## config.mk

```make
export PLATFORM = sky130hd
export DESIGN_NAME = sm83_alu_nibble_seq_flat
export DESIGN_NICKNAME = d
export VERILOG_FILES = /design/src/rtl/sm83_alu_nibble_seq_pkg.sv /design/src/rtl/sm83_alu_nibble_seq_if.sv /design/src/rtl/sm83_alu_nibble.sv /design/src/rtl/sm83_alu_nibble_seq.sv /design/src/flat_wrapper.sv
export SDC_FILE = /design/constraint.sdc
export NUM_CORES = 1
export LEC_CHECK = 0
export CAP_MARGIN = 30
export CORE_MARGIN = 1.5
export CORE_UTILIZATION = 53
export CTS_CLUSTER_SIZE = 14
export DETAILED_ROUTE_END_ITERATION = 8
export MAX_ROUTING_LAYER = met4
export PLACE_DENSITY = 0.88
export SETUP_SLACK_MARGIN = 0.4
export SKIP_LAST_GASP = 1
export SLEW_MARGIN = 25
export SYNTH_ARGS = -nofsm -noshare
export SYNTH_HDL_FRONTEND = slang
export SYNTH_HIERARCHICAL = 1
export SYNTH_SLANG_ARGS = --single-unit
```

## constraint.sdc

```tcl
create_clock -name clk -period 4.05 [get_ports clk]
set_clock_uncertainty 0.15 [all_clocks]
set_input_delay 0.81 -clock clk [delete_from_list [all_inputs] [get_ports clk]]
set_output_delay 0.81 -clock clk [all_outputs]
set_load 0.05 [all_outputs]
```

## src/rtl/sm83_alu_nibble_seq_pkg.sv

```systemverilog
// ---------------------------------------------------------------------------
// sm83_alu_pkg
// Shared types and constants for the SM83 nibble-serial ALU sequencer.
//   alu_op_t        : ALU operation codes as driven by CPU control
//   alu_seq_state_t : sequencer states (idle, low-nibble pass, high-nibble pass)
//   DAA_*_CORR      : decimal-adjust correction constants
//   decodeOp        : maps a raw 4-bit opcode onto alu_op_t (unknown -> OR)
// ---------------------------------------------------------------------------
package sm83_alu_pkg;

    typedef enum logic [3:0] {
        ALU_ADD = 4'd0,
        ALU_ADC = 4'd1,
        ALU_SUB = 4'd2,
        ALU_SBC = 4'd3,
        ALU_AND = 4'd4,
        ALU_XOR = 4'd5,
        ALU_OR  = 4'd6,
        ALU_CP  = 4'd7,
        ALU_DAA = 4'd8
    } alu_op_t;

    typedef enum logic [1:0] {
        ST_IDLE = 2'd0,
        ST_LO   = 2'd1,
        ST_HI   = 2'd2
    } alu_seq_state_t;

    localparam logic [7:0] DAA_LO_CORR = 8'h06;
    localparam logic [7:0] DAA_HI_CORR = 8'h60;

    // Opcodes 9..15 have no operation of their own and behave as OR.
    function automatic alu_op_t decodeOp(input logic [3:0] rawOp);
        alu_op_t decoded;
        case (rawOp)
            4'd0:    decoded = ALU_ADD;
            4'd1:    decoded = ALU_ADC;
            4'd2:    decoded = ALU_SUB;
            4'd3:    decoded = ALU_SBC;
            4'd4:    decoded = ALU_AND;
            4'd5:    decoded = ALU_XOR;
            4'd7:    decoded = ALU_CP;
            4'd8:    decoded = ALU_DAA;
            default: decoded = ALU_OR;
        endcase
        return decoded;
    endfunction

endpackage

```

## src/rtl/sm83_alu_nibble_seq_if.sv

```systemverilog
// ---------------------------------------------------------------------------
// sm83_alu_nibble_seq_if
// Request/result bundle between CPU control and the nibble-serial ALU.
//   master : CPU control side (drives start, op, operands, current flags)
//   slave  : ALU sequencer side (drives ready, result, flag outputs)
// Signals:
//   start/ready                        request handshake
//   op, a, b                           operation and operands
//   carry_flag/half_carry_flag/neg_flag current C/H/N flags
//   result, result_we, done            result word, write enable, done pulse
//   zero_out/carry_out/half_carry_out/daa_carry_out  ALU-side flag inputs
// ---------------------------------------------------------------------------
interface sm83_alu_nibble_seq_if #(
    parameter int WORD_SIZE = 8
);
    logic                 start;
    logic                 ready;
    logic [3:0]           op;
    logic [WORD_SIZE-1:0] a;
    logic [WORD_SIZE-1:0] b;
    logic                 carry_flag;
    logic                 half_carry_flag;
    logic                 neg_flag;
    logic [WORD_SIZE-1:0] result;
    logic                 result_we;
    logic                 done;
    logic                 zero_out;
    logic                 carry_out;
    logic                 half_carry_out;
    logic                 daa_carry_out;

    modport master (
        output start, op, a, b, carry_flag, half_carry_flag, neg_flag,
        input  ready, result, result_we, done,
               zero_out, carry_out, half_carry_out, daa_carry_out
    );

    modport slave (
        input  start, op, a, b, carry_flag, half_carry_flag, neg_flag,
        output ready, result, result_we, done,
               zero_out, carry_out, half_carry_out, daa_carry_out
    );
endinterface

```

## src/rtl/sm83_alu_nibble.sv

```systemverilog
// ---------------------------------------------------------------------------
// sm83_alu_nibble
// Combinational 4-bit add/logic slice shared by both nibble passes.
//   i_a, i_b : nibble operands (i_b already inverted/corrected by the caller)
//   i_cin    : carry into the slice
//   i_op     : operation; every arithmetic op is a plain add here
//   o_sum    : nibble result
//   o_cout   : carry out of the slice (0 for logical ops)
//   o_zero   : o_sum == 0
// ---------------------------------------------------------------------------
module sm83_alu_nibble
    import sm83_alu_pkg::*;
#(
    parameter int NIBBLE = 4
) (
    input  logic [NIBBLE-1:0] i_a,
    input  logic [NIBBLE-1:0] i_b,
    input  logic              i_cin,
    input  alu_op_t           i_op,
    output logic [NIBBLE-1:0] o_sum,
    output logic              o_cout,
    output logic              o_zero
);

    logic [NIBBLE:0]   w_wide;
    logic [NIBBLE-1:0] w_sum;
    logic              w_cout;

    // Subtraction and DAA are folded into addition by the sequencer, so the
    // slice only needs an adder plus the three bitwise functions.
    always_comb begin
        w_wide = {1'b0, i_a} + {1'b0, i_b} + {{NIBBLE{1'b0}}, i_cin};
        w_sum  = w_wide[NIBBLE-1:0];
        w_cout = w_wide[NIBBLE];
        case (i_op)
            ALU_AND: begin
                w_sum  = i_a & i_b;
                w_cout = 1'b0;
            end
            ALU_XOR: begin
                w_sum  = i_a ^ i_b;
                w_cout = 1'b0;
            end
            ALU_ADD, ALU_ADC, ALU_SUB, ALU_SBC, ALU_CP, ALU_DAA: begin
                w_sum  = w_wide[NIBBLE-1:0];
                w_cout = w_wide[NIBBLE];
            end
            default: begin
                w_sum  = i_a | i_b;
                w_cout = 1'b0;
            end
        endcase
    end

    assign o_sum  = w_sum;
    assign o_cout = w_cout;
    assign o_zero = (w_sum == '0);

endmodule

```

## src/rtl/sm83_alu_nibble_seq.sv

```systemverilog
// ---------------------------------------------------------------------------
// sm83_alu_nibble_seq
// Nibble-serial 8-bit ALU sequencer for the SM83 core. An accepted request
// runs a low-nibble pass then a high-nibble pass through one 4-bit slice and
// pulses done with the result and the ALU-side flag inputs.
//   clk    : core clock
//   nreset : asynchronous active-low reset
//   alu    : slave side of sm83_alu_nibble_seq_if (handshake, operands,
//            current flags in; result, result_we, done, flag outputs out)
// ---------------------------------------------------------------------------
module sm83_alu_nibble_seq
    import sm83_alu_pkg::*;
#(
    parameter int WORD_SIZE = 8,
    parameter int NIBBLE    = 4
) (
    input  logic                   clk,
    input  logic                   nreset,
    sm83_alu_nibble_seq_if.slave   alu
);

    alu_seq_state_t       r_state;
    alu_seq_state_t       w_nextState;
    logic                 w_ready;
    logic                 w_accept;
    logic                 w_loadLo;
    logic                 w_loadHi;

    alu_op_t              w_decOp;
    logic [WORD_SIZE-1:0] w_corr;
    logic [WORD_SIZE-1:0] w_opB;
    logic                 w_cinInit;
    logic                 w_subMode;
    logic                 w_dc;

    alu_op_t              r_op;
    logic [WORD_SIZE-1:0] r_opA;
    logic [WORD_SIZE-1:0] r_opB;
    logic                 r_carry;
    logic                 r_subMode;
    logic                 r_dc;
    logic                 r_zlo;

    logic [WORD_SIZE-1:0] r_result;
    logic                 r_done;
    logic                 r_resultWe;
    logic                 r_zero;
    logic                 r_carryOut;
    logic                 r_halfOut;
    logic                 r_daaOut;

    logic [NIBBLE-1:0]    w_nibA;
    logic [NIBBLE-1:0]    w_nibB;
    logic [NIBBLE-1:0]    w_nibSum;
    logic                 w_nibCout;
    logic                 w_nibZero;

    logic                 w_carryFinal;
    logic                 w_halfFinal;
    logic                 w_daaFinal;

    // State register; reset aborts any pass in flight.
    always_ff @(posedge clk or negedge nreset) begin
        if (!nreset) begin
            r_state <= ST_IDLE;
        end else begin
            r_state <= w_nextState;
        end
    end

    // Next-state: a request only starts from idle; requests seen during the
    // passes are dropped rather than queued.
    always_comb begin
        w_nextState = r_state;
        case (r_state)
            ST_IDLE: if (alu.start) w_nextState = ST_LO;
            ST_LO:   w_nextState = ST_HI;
            ST_HI:   w_nextState = ST_IDLE;
            default: w_nextState = ST_IDLE;
        endcase
    end

    // FSM outputs: ready covers the done cycle too, since done is registered
    // and the state is already back in idle when it is visible.
    always_comb begin
        w_ready  = (r_state == ST_IDLE);
        w_accept = w_ready && alu.start;
        w_loadLo = (r_state == ST_LO);
        w_loadHi = (r_state == ST_HI);
    end

    // Operand preparation at accept: subtraction becomes a + ~b + cin, and the
    // DAA correction is chosen here from the incoming accumulator and flags so
    // both passes just run a plain add of the latched operands.
    always_comb begin
        w_decOp   = decodeOp(alu.op);
        w_corr    = '0;
        w_dc      = 1'b0;
        w_opB     = alu.b;
        w_cinInit = 1'b0;
        w_subMode = 1'b0;
        case (w_decOp)
            ALU_ADC: begin
                w_cinInit = alu.carry_flag;
            end
            ALU_SUB, ALU_CP: begin
                w_opB     = ~alu.b;
                w_cinInit = 1'b1;
                w_subMode = 1'b1;
            end
            ALU_SBC: begin
                w_opB     = ~alu.b;
                w_cinInit = ~alu.carry_flag;
                w_subMode = 1'b1;
            end
            ALU_DAA: begin
                if (!alu.neg_flag) begin
                    if (alu.carry_flag || (alu.a > WORD_SIZE'(8'h99))) begin
                        w_corr = w_corr | WORD_SIZE'(DAA_HI_CORR);
                        w_dc   = 1'b1;
                    end
                    if (alu.half_carry_flag || (alu.a[NIBBLE-1:0] > NIBBLE'(9))) begin
                        w_corr = w_corr | WORD_SIZE'(DAA_LO_CORR);
                    end
                    w_opB = w_corr;
                end else begin
                    if (alu.carry_flag) begin
                        w_corr = w_corr | WORD_SIZE'(DAA_HI_CORR);
                    end
                    if (alu.half_carry_flag) begin
                        w_corr = w_corr | WORD_SIZE'(DAA_LO_CORR);
                    end
                    w_dc      = alu.carry_flag;
                    w_opB     = ~w_corr;
                    w_cinInit = 1'b1;
                    w_subMode = 1'b1;
                end
            end
            default: begin
                w_opB = alu.b;
            end
        endcase
    end

    // The single slice sees the low nibble in LO and the high nibble in HI;
    // r_carry holds the initial carry-in, then c4 between the passes.
    always_comb begin
        w_nibA = (r_state == ST_LO) ? r_opA[NIBBLE-1:0] : r_opA[WORD_SIZE-1:NIBBLE];
        w_nibB = (r_state == ST_LO) ? r_opB[NIBBLE-1:0] : r_opB[WORD_SIZE-1:NIBBLE];
    end

    sm83_alu_nibble #(
        .NIBBLE (NIBBLE)
    ) u_nibble (
        .i_a    (w_nibA),
        .i_b    (w_nibB),
        .i_cin  (r_carry),
        .i_op   (r_op),
        .o_sum  (w_nibSum),
        .o_cout (w_nibCout),
        .o_zero (w_nibZero)
    );

    // Final flag mapping for the high pass: subtract-style ops report borrow
    // (inverted carry), logical ops use fixed values, DAA never reports H.
    always_comb begin
        w_carryFinal = w_nibCout ^ r_subMode;
        w_halfFinal  = r_carry ^ r_subMode;
        w_daaFinal   = 1'b0;
        case (r_op)
            ALU_AND: begin
                w_carryFinal = 1'b0;
                w_halfFinal  = 1'b1;
            end
            ALU_XOR, ALU_OR: begin
                w_carryFinal = 1'b0;
                w_halfFinal  = 1'b0;
            end
            ALU_DAA: begin
                w_halfFinal = 1'b0;
                w_daaFinal  = r_dc;
            end
            default: begin
                w_daaFinal = 1'b0;
            end
        endcase
    end

    // Datapath registers: latch operands at accept, build the result one
    // nibble per pass, and pulse done/result_we for exactly one cycle.
    always_ff @(posedge clk or negedge nreset) begin
        if (!nreset) begin
            r_op       <= ALU_ADD;
            r_opA      <= '0;
            r_opB      <= '0;
            r_carry    <= 1'b0;
            r_subMode  <= 1'b0;
            r_dc       <= 1'b0;
            r_zlo      <= 1'b0;
            r_result   <= '0;
            r_done     <= 1'b0;
            r_resultWe <= 1'b0;
            r_zero     <= 1'b0;
            r_carryOut <= 1'b0;
            r_halfOut  <= 1'b0;
            r_daaOut   <= 1'b0;
        end else begin
            r_done     <= 1'b0;
            r_resultWe <= 1'b0;
            if (w_accept) begin
                r_op      <= w_decOp;
                r_opA     <= alu.a;
                r_opB     <= w_opB;
                r_carry   <= w_cinInit;
                r_subMode <= w_subMode;
                r_dc      <= w_dc;
            end
            if (w_loadLo) begin
                r_result[NIBBLE-1:0] <= w_nibSum;
                r_carry              <= w_nibCout;
                r_zlo                <= w_nibZero;
            end
            if (w_loadHi) begin
                r_result[WORD_SIZE-1:NIBBLE] <= w_nibSum;
                r_zero     <= r_zlo && w_nibZero;
                r_carryOut <= w_carryFinal;
                r_halfOut  <= w_halfFinal;
                r_daaOut   <= w_daaFinal;
                r_done     <= 1'b1;
                r_resultWe <= (r_op != ALU_CP);
            end
        end
    end

    assign alu.ready          = w_ready;
    assign alu.result         = r_result;
    assign alu.result_we      = r_resultWe;
    assign alu.done           = r_done;
    assign alu.zero_out       = r_zero;
    assign alu.carry_out      = r_carryOut;
    assign alu.half_carry_out = r_halfOut;
    assign alu.daa_carry_out  = r_daaOut;

endmodule

```

## src/flat_wrapper.sv

```systemverilog
// flat-port wrapper written by rule: the top's interface ports become plain ports
module sm83_alu_nibble_seq_flat import sm83_alu_pkg::*;
#(
    parameter int WORD_SIZE = 8,
    parameter int NIBBLE    = 4
)
  (clk, nreset, alu_start, alu_op, alu_a, alu_b, alu_carry_flag, alu_half_carry_flag, alu_neg_flag, alu_ready, alu_result, alu_result_we, alu_done, alu_zero_out, alu_carry_out, alu_half_carry_out, alu_daa_carry_out);
  sm83_alu_nibble_seq_if #(.WORD_SIZE(WORD_SIZE)) alu_i ();
  input  logic clk;
  input  logic nreset;
  input wire logic [$bits(alu_i.start)-1:0] alu_start;
  input wire logic [$bits(alu_i.op)-1:0] alu_op;
  input wire logic [$bits(alu_i.a)-1:0] alu_a;
  input wire logic [$bits(alu_i.b)-1:0] alu_b;
  input wire logic [$bits(alu_i.carry_flag)-1:0] alu_carry_flag;
  input wire logic [$bits(alu_i.half_carry_flag)-1:0] alu_half_carry_flag;
  input wire logic [$bits(alu_i.neg_flag)-1:0] alu_neg_flag;
  output wire logic [$bits(alu_i.ready)-1:0] alu_ready;
  output wire logic [$bits(alu_i.result)-1:0] alu_result;
  output wire logic [$bits(alu_i.result_we)-1:0] alu_result_we;
  output wire logic [$bits(alu_i.done)-1:0] alu_done;
  output wire logic [$bits(alu_i.zero_out)-1:0] alu_zero_out;
  output wire logic [$bits(alu_i.carry_out)-1:0] alu_carry_out;
  output wire logic [$bits(alu_i.half_carry_out)-1:0] alu_half_carry_out;
  output wire logic [$bits(alu_i.daa_carry_out)-1:0] alu_daa_carry_out;
  assign alu_i.start = alu_start;
  assign alu_i.op = alu_op;
  assign alu_i.a = alu_a;
  assign alu_i.b = alu_b;
  assign alu_i.carry_flag = alu_carry_flag;
  assign alu_i.half_carry_flag = alu_half_carry_flag;
  assign alu_i.neg_flag = alu_neg_flag;
  assign alu_ready = alu_i.ready;
  assign alu_result = alu_i.result;
  assign alu_result_we = alu_i.result_we;
  assign alu_done = alu_i.done;
  assign alu_zero_out = alu_i.zero_out;
  assign alu_carry_out = alu_i.carry_out;
  assign alu_half_carry_out = alu_i.half_carry_out;
  assign alu_daa_carry_out = alu_i.daa_carry_out;
  sm83_alu_nibble_seq #(.WORD_SIZE(WORD_SIZE), .NIBBLE(NIBBLE)) u_core (.clk(clk), .nreset(nreset), .alu(alu_i));
endmodule
```

Yosys cells after proc, flatten, opt, wreduce, memory -nomap -nowiden:

Memory sizes are Yosys's and may differ from the RTL's.
Index checks and enable logic that the tools add are counted.

* register bits: 40
* output and inout port bits: 15
* bits of input ports: 26
* word-level logic and storage cells: 86
* memories kept: 1
* ROM bits: 64

Memories
* (name not given): words 16, bits a word 4, read ports 1, clocked after Yosys merged registers in 0, write ports 0, line sm83_alu_nibble_seq_pkg.sv:35 `case (rawOp)`

* add/subtract/negate cells: 2
* magnitude comparators: 2
* reduce and logical (&&, ||, !) cells: 13
* eq/ne operators: 17
* muxes and demuxes: 27
* bitwise gates (word level): 8

Operators with widths (number)
* $mux 8: 3
* $eq 4x3->1 const B: 5
* $eq 4x2->1 const B: 4
* $not 8->8: 2
* $pmux 8 s2: 1
* $mux 7: 2
* $pmux 4 s3: 1
* $mux 1: 11
* $reduce_or 3->1: 3
* $eq 4x1->1 const B: 2
* $eq 4x4->1 const B: 2
* $gt 8x8->1 const B: 1
* $logic_not 4->1: 2
* $mux 4: 2
* $mux 3: 2
* $reduce_or 6->1: 1
* $add 4x4->5: 1
* $add 5x1->5: 1
* $and 4x4->4: 1
* $gt 4x4->1 const B: 1
* $ne 4x3->1 const B: 1
* $or 4x4->4: 1
* $pmux 1 s2: 2
* $pmux 1 s4: 1
* other kinds (13): 16

Depth between registers and ports, before layout:

Gate-level depths: netlist of run 1.

* word-level depth: 7
* mapped depth: 13
* depth with buffers taken out: 11

By module:

The synthesis of run 1 kept the hierarchy.

By module, submodules not included
* sm83_alu_nibble_seq: cells an instance 203, seq. area each 1001.0 um2, area an instance 1984.4 um2, times used 1
* sm83_alu_nibble: cells an instance 65, seq. area each 0.0 um2, area an instance 494.2 um2, times used 1

Least setup slack after synthesis of run 1:

Ideal clock, no wire load.

* path type: reg-to-reg
* start point: reg u_core.r_state[1]
* end point: reg u_core.r_zero, in the netlist u_core/alu.zero_out
* arrival time: 3.222 ns
* period minus slack after synthesis: 3.455 ns
* path buffers: 2
* cell stages (with the launch flop): 14
* required time: 3.817 ns
* library setup time: 0.083 ns
* path slack: 0.595 ns
* cell sequence: dfrtp_1 nor2b_1 buf_2 buf_2 mux2_2 fa_1 fa_1 nand2_1 o21ai_1 a32o_1 a211o_1 nor4_2 nand2_1 o21ai_0

* longest elaborated chain between the ends: 7
* elaborated cells between the ends (all ways): 12
* those cells by class: 2 x add/sub; 2 x eq/ne; 3 x mux; 3 x bitwise; 2 x reduce/logical

Ends and longest elaborated chain
* start, declared: line sm83_alu_nibble_seq.sv:22 `alu_seq_state_t r_state;`
* start signal, assigned: line sm83_alu_nibble_seq.sv:67 `r_state <= w_nextState;`
* $eq 2x1->1: line sm83_alu_nibble_seq.sv:148 `w_nibA = (r_state == ST_LO) ? r_opA[NIBBLE-1:0] : r_opA[WORD_SIZE-1:NIBBLE];`
* $mux 4: line sm83_alu_nibble_seq.sv:148
* net u_core.w_nibA[0]: line sm83_alu_nibble_seq.sv:52 `logic [NIBBLE-1:0] w_nibA;`
* $add 4x4->5: line sm83_alu_nibble.sv:32 `w_wide = {1'b0, i_a} + {1'b0, i_b} + {{NIBBLE{1'b0}}, i_cin};`
* $add 5x1->5: line sm83_alu_nibble.sv:32
* $pmux 4 s3: line sm83_alu_nibble.sv:35 `case (i_op)`
* net u_core.w_nibSum[1]: line sm83_alu_nibble_seq.sv:54 `logic [NIBBLE-1:0] w_nibSum;`
* $logic_not 4->1: line sm83_alu_nibble.sv:57 `assign o_zero = (w_sum == '0);`
* net u_core.w_nibZero: line sm83_alu_nibble_seq.sv:56 `logic w_nibZero;`
* $logic_and 1x1->1: line sm83_alu_nibble_seq.sv:225 `r_zero <= r_zlo && w_nibZero;`
* end signal, assigned: line sm83_alu_nibble_seq.sv:225
* end, declared: line sm83_alu_nibble_seq.sv:47 `logic r_zero;`

The timed path passes the listed nets, and every way through them passes these cells.
A chain may end at the register's enable or synchronous reset.

Worst setup path after layout of run 1:

Same ends and word-level chain as after synthesis.

==> summary.md, run 1 <==
| Metric | Value |
|---|---|
| Post-DRT Antenna Nets | 0 |
| Post-layout minimum cycle time | 3.42 ns |
| Share of cells above drive strength 1 | 12.7% |
| Int Power | 1.08 mW |
| Max-slew violations | 0 |
| Worst path max stage delay | 0.49 ns |
| Hold Crit Class | in2async |
| Final period util | 84.4% |
| Drt drc | 0 |
| Relative slew slack | 56.7% |
| Synthesis-stage register bit count | 40 |
| Pwr dens | 617 nW/um^2 |
| Total gr overflow | 0 |
| CTS max path bufs | 2 |
| Drt total wl | 5380 um |
| Yosys Warn Count | 6 |
| Top delay family on crit path | adder cells |
| Core box area | 4410 um^2 |
| Global-route wire length before repair | 8960 um |
| Initial antenna violation count | 0 |
| Async SR Flop Fraction | 100% |
| Final TNS setup | 0 ns |
| Vias in the first global route | 1944 |
| Buffers plus inverters on the worst setup path | 0 |
| Switching Fraction | 41.6% |
| Clock share of power | 17.7% |
| Worst-path clk slew | 0.08 ns |
| Total global-route track usage | 23.5% |
| TritonCTS Buffers | 5 |
| CTS H-tree depth | 2 |
| RePlAce Congestion | 0.894 |
| Pre-CTS worst setup slack | 0.588 ns |
| WHS | 0.270 ns |
| IO Pins | 41 |
| Largest net degree at the start of global routing | 41 |
| Share of total power in combinational logic | 49.4% |
| Die Span Y | 71.4 um |
| Antenna cell count | 0 |
| Routed via count | 2035 |
| CP max stage cell | fa_1 |
| Post-route setup slack | 0.632 ns |
| Status | completed |
| CP arrival | 3.49 ns |
| Crit path max fanout | 3 |
| Worst path cell trace | nor2b_2, mux2_2, fa_1, fa_1, nand2_1, o21ai_1, a32o_1, a211o_1, nor4_2, nand2_1, o21ai_0 |
| Max-Cap Viols | 0 |
| Router iterations before antenna repair | 4 |
| EDFF count, synth | 0 |
| Core Util, Final | 67.9% |
| Highest-count cells in the layout ignoring fill and taps | nand2_1 (48), dfrtp_1 (40), clkdlybuf4s50_1 (39), nor2_1 (21) |
| Peak VDD IR | 0.270 mV |
| Final Hold Fails | 0 |
| Crit Path Class | reg2reg |
| Fmax | 293 MHz |
| Leakage Power | 1.33 nW |
| Final setup violation count | 0 |
| HPWL after DPL | 3940 um |
| Initial DRC count | 204 |
| Least-Margin Pin Slew | 0.650 ns |
| Register area share after synthesis | 40.4% |
| Switching pwr | 0.769 mW |
| Cells after Synth | 268 |
| Most common cell after layout, fill and taps aside | nand2_1 |
| Initial Util | 56.2% |
| Post-synthesis instance area | 2480 um^2 |
| Skew-Pair Late Insertion Delay | 0.31 ns |
| Sequential share of power | 32.9% |
| DR WL/cell | 15.0 um |
| CP Launch Type | flop |
| Final net count | 341 |
| Worst endpoint required time | 4.12 ns |
| Synth cell types | 52 |
| Post-synth net total | 304 |
| DR vias/cell | 5.68 |
| Die W | 71.4 um |
| Clock Sinks | 40 |
| Syn avg cell area | 9.25 um^2 |
| Crit. End Element | flop |
| Synth-to-Final Area Change | 21.0% |
| # rows | 24 |
| TritonCTS clock tree | yes |
| Root buffer cell | clkbuf_8 |
| IO Port Bufs | 40 |
| RSZ-0062 raised after global routing | no |
| Die ar. | 5100 um^2 |
| Primary FF master, synth | dfrtp_1 |
[what timing repair did]
item / in CTS / in global routing
setup buffers: 0 / 0
hold buffers: 0 / 0
resized for setup: 0 / 1
endpoints found under the setup margin: 0 / 1
[routing by layer]
metal	routed length (um)	part of all wire, %	up-vias	track usage [%]
li1	-	-	1014	-
met1	2310	43	927	27.8
met2	2660	49	83	38.5
met3	302	5.6	11	4.78
met4	119	2.2	0	11.1
met5	0	0	-	-
[flip-flops by register name (all words and copies together), names as in the netlist]
register,count
u_core/r_opA,8
u_core/alu.daa_carry_out,1
u_core/alu.done,1
u_core/alu.zero_out,1
u_core/r_op,4
u_core/alu.half_carry_out,1
u_core/alu.result_we,1
u_core/r_opB,8
u_core/r_dc,1
u_core/alu.carry_out,1
u_core/r_zlo,1
u_core/r_state,2
u_core/r_subMode,1
u_core/alu.result,8
u_core/r_carry,1
[metrics by stage]
stage | power [mW] | area (um^2) | std cells
after CTS | 1.85 | 2970 | 357
final | 1.85 | 3000 | 358
after detailed placement | 1.52 | 2860 | 349
after floorplan | 1.27 | 2480 | 268
after global routing | 1.97 | 3000 | 358
after global placement | 1.49 | 2860 | 349
[Yosys cell counts, types with 6 or more instances]
| master | count | area, um^2 |
|---|---|---|
| ha_1 | 8 | 100 |
| mux2_2 | 17 | 191 |
| o21ai_1 | 6 | 30.0 |
| nor2_1 | 21 | 78.8 |
| o21ai_0 | 15 | 75.1 |
| inv_1 | 17 | 63.8 |
| nand2_1 | 48 | 180 |
| dfrtp_1 | 40 | 1000 |
| a21oi_1 | 12 | 60.1 |
| nor3_1 | 6 | 30.0 |
[path summary, 6_finish.rpt]
check | from | endpoint | slack [ns] | cells after the start
max | u_core/r_state[1]$_DFFE_PN0P_ | u_core/alu.zero_out$_DFFE_PN0P_ | 0.63 | 11
min | nreset | u_core/alu.done$_DFF_PN0_ | 0.27 | 1
max reg2reg | u_core/r_state[1]$_DFFE_PN0P_ | u_core/alu.zero_out$_DFFE_PN0P_ | 0.63 | 11
min reg2reg | u_core/alu.daa_carry_out$_DFFE_PN0P_ | u_core/alu.daa_carry_out$_DFFE_PN0P_ | 0.33 | 2
max in group asynchronous | nreset | u_core/r_state[0]$_DFFE_PN0P_ | 3.02 | 2
min in group clk | u_core/alu.daa_carry_out$_DFFE_PN0P_ | u_core/alu.daa_carry_out$_DFFE_PN0P_ | 0.33 | 2
[power by group through the flow]
stage / logic [mW] / clock network [mW] / registers, mW
3_3_place_gp: 0.878 / 0 / 0.608
3_5_place_dp: 0.905 / 0 / 0.616
2_1_floorplan: 0.500 / 0 / 0.770
4_1_cts: 0.910 / 0.336 / 0.609
6_report: 0.914 / 0.327 / 0.609
5_1_grt: 0.994 / 0.352 / 0.627
[cells by family after synthesis]
| group | count (synthesis) | synth area share, % |
|---|---|---|
| xor gates and xnor gates | 5 | 1.77 |
| DFF | 40 | 40.4 |
| buffers and inverters | 30 | 6.46 |
| AOI/OAI and AO/OA | 69 | 18.6 |
| and+or+nand+nor | 96 | 19.0 |
| adders and majority gates | 10 | 5.65 |
| muxes | 18 | 8.13 |
[final cells by class]
class                   count  area (um^2)
clock inverters             3         42.5
clock buffers               5         68.8
multi-input cells         198         1320
flip-flops and latches     40         1000
fillers                   375         1420
well taps                  52         65.1
inverters                  17         63.8
repair buffers             43          438
No activity file was read; power rests on OpenSTA's default activity.
==> run 2, diff against run 1 <==
--- a/config.mk
+++ b/config.mk
@@ -7,11 +7,11 @@
 export LEC_CHECK = 0
 export CAP_MARGIN = 30
 export CORE_MARGIN = 1.5
-export CORE_UTILIZATION = 53
+export CORE_UTILIZATION = 48
 export CTS_CLUSTER_SIZE = 14
 export DETAILED_ROUTE_END_ITERATION = 8
 export MAX_ROUTING_LAYER = met4
-export PLACE_DENSITY = 0.88
+export PLACE_DENSITY = 0.85
 export SETUP_SLACK_MARGIN = 0.4
 export SKIP_LAST_GASP = 1
 export SLEW_MARGIN = 25
==> constraint.sdc (replaced) <==
create_clock -name clk -period 3.1 [get_ports clk]
set_clock_uncertainty 0.15 [all_clocks]
set_input_delay 0.62 -clock clk [delete_from_list [all_inputs] [get_ports clk]]
set_output_delay 0.62 -clock clk [all_outputs]
set_load 0.05 [all_outputs]
==> summary.md, run 2 (same netlist as run 1, synthesis figures left out) <==
| Metric | Value |
|---|---|
| Status | complete, but fails checks |
| Failing checks | negative setup slack |
| Switching Fraction | 40.4% |
| Leakage Power | 1.38 nW |
| Total Power | 2.55 mW |
| Crit Path Class | reg2reg |
| RePlAce Congestion | 0.896 |
| TritonCTS Buffers | 5 |
| Core Util, Final | 64.1% |
| HPWL after DPL | 4010 um |
| Root buffer cell | clkbuf_8 |
| CP most frequent cell | fa_2 |
| DR vias/cell | 5.42 |
| Final TNS setup | -0.0184 ns |
| Vias in the first global route | 2017 |
| Routed via count | 2054 |
| Total global-route track usage | 21.9% |
| CP Launch Type | flop |
| Peak VDD IR | 0.359 mV |
| Final Hold Fails | 0 |
| Synth-to-Final Area Change | 25.3% |
| Largest net degree at the start of global routing | 41 |
| Worst path max stage delay | 0.43 ns |
| Global-route wire length before repair | 9000 um |
| RSZ-0062 raised after global routing | yes |
| Max-slew violations | 0 |
| Switching pwr | 1.03 mW |
| # rows | 25 |
| Hold buffers post-CTS | 0 |
| Initial antenna violation count | 0 |
| Antenna cell count | 0 |
| CP max stage cell | fa_2 |
| IO Pins | 41 |
| Sequential share of power | 31.1% |
| Highest-count cells in the layout ignoring fill and taps | nand2_1 (48), dfrtp_1 (40), clkdlybuf4s50_1 (39), nor2_1 (20), inv_1 (17) |
| Total gr overflow | 0 |
| Relative slew slack | 43.0% |
| Post-DRT Antenna Nets | 0 |
| Die ar. | 5600 um^2 |
| CP arrival | 3.14 ns |
| CTS max path bufs | 2 |
| Hold Crit Class | in2async |
| Pwr dens | 821 nW/um^2 |
| Buffers plus inverters on the worst setup path | 1 |
| Clock Sinks | 40 |
| Crit path max fanout | 4 |
| Worst-path clk slew | 0.08 ns |
| CTS H-tree depth | 2 |
| Final period util | 100% |
| Post-route setup slack | -0.0151 ns |
| Crit. End Element | flop |
| DR WL/cell | 14.1 um |
| Worst path cell trace | nor2b_4, mux2_4, fa_2, fa_2, nand2_1, o21ai_1, a32o_2, a211o_1, buf_6, mux2_2 |
| Die Span Y | 74.9 um |
| Initial DRC count | 73 |
| Initial Util | 51.1% |
| Drt total wl | 5340 um |
| Most common cell after layout, fill and taps aside | nand2_1 |
| Die W | 74.9 um |
| # fillers | 419 |
| Final net count | 347 |
| Share of cells above drive strength 1 | 16.3% |
| Core box area | 4850 um^2 |
| IO Port Bufs | 40 |
| Final setup violation count | 2 |
| Share of total power in combinational logic | 50.8% |
| Post-layout minimum cycle time | 3.12 ns |
| Skew-Pair Late Insertion Delay | 0.29 ns |
| Least-Margin Pin Slew | 0.856 ns |
| Clock share of power | 18.1% |
| Max-Cap Viols | 0 |
| Int Power | 1.52 mW |
| TritonCTS clock tree | yes |
| Router iterations before antenna repair | 5 |
| Worst endpoint required time | 3.13 ns |
| Fmax | 321 MHz |
| Drt drc | 0 |
| Top delay family on crit path | adder cells |
## run 2: power by group through the flow
stage	logic (mW)	clock network, mW	registers (mW)
finish	1.30	0.461	0.793
global route	1.41	0.489	0.814
CTS	1.26	0.469	0.794
detailed placement	1.20	0	0.803
global placement	1.17	0	0.796
floorplan	0.667	0	1.01
## run 2: repair_timing
item | 4_1_cts | 5_1_grt
resized for setup | 6 | 3
pin swaps | 2 | 1
setup endpoints to repair | 7 | 7
setup buffers | 1 | 0
## run 2: routing by layer
metal / routed length [um] / vias to the layer above / track usage [%]
li1: - / 1026 / -
met1: 2390 / 961 / 26.4
met2: 2660 / 60 / 35.9
met3: 230 / 7 / 4.95
met4: 67 / 0 / 7.68
met5: 0 / - / -
## run 2: worst paths after layout
path	depth (start not counted)	from	slack (ns)	endpoint
worst max-delay path	10	u_core/r_state[1]$_DFFE_PN0P_	-0.02	u_core/alu.result[1]$_DFFE_PN0P_
worst min-delay path	1	nreset	0.29	u_core/alu.result[5]$_DFFE_PN0P_
worst max register to register	10	u_core/r_state[1]$_DFFE_PN0P_	-0.02	u_core/alu.result[1]$_DFFE_PN0P_
worst min register to register	2	u_core/r_opA[0]$_DFFE_PN0P_	0.33	u_core/r_opA[0]$_DFFE_PN0P_
max in group asynchronous	1	nreset	1.99	u_core/r_opA[4]$_DFFE_PN0P_
min in group clk	2	u_core/r_opA[0]$_DFFE_PN0P_	0.33	u_core/r_opA[0]$_DFFE_PN0P_
## run 2: final cells by class
type | instances | area [um^2] | area share (%)
Clock buffer | 7 | 96.3 | 3.10
Clock inverter | 1 | 30.0 | 0.967
Inverter | 17 | 63.8 | 2.05
Multi-Input combinational cell | 198 | 1360 | 43.9
Sequential cell | 40 | 1000 | 32.2
Tap cell | 67 | 83.8 | 2.70
Timing Repair Buffer | 49 | 467 | 15.0
## run 2: metrics by stage
stage / setup WS, ns / hold slack [ns] / std cells / instance area (um^2)
2_1_floorplan: -0.0219 / 0.174 / 268 / 2500
3_3_place_gp: -0.0350 / 0.304 / 370 / 2930
3_5_place_dp: -0.137 / 0.313 / 370 / 2930
4_1_cts: -0.0169 / 0.310 / 379 / 3090
5_1_grt: -0.103 / 0.350 / 379 / 3110
6_report: -0.0151 / 0.285 / 379 / 3110
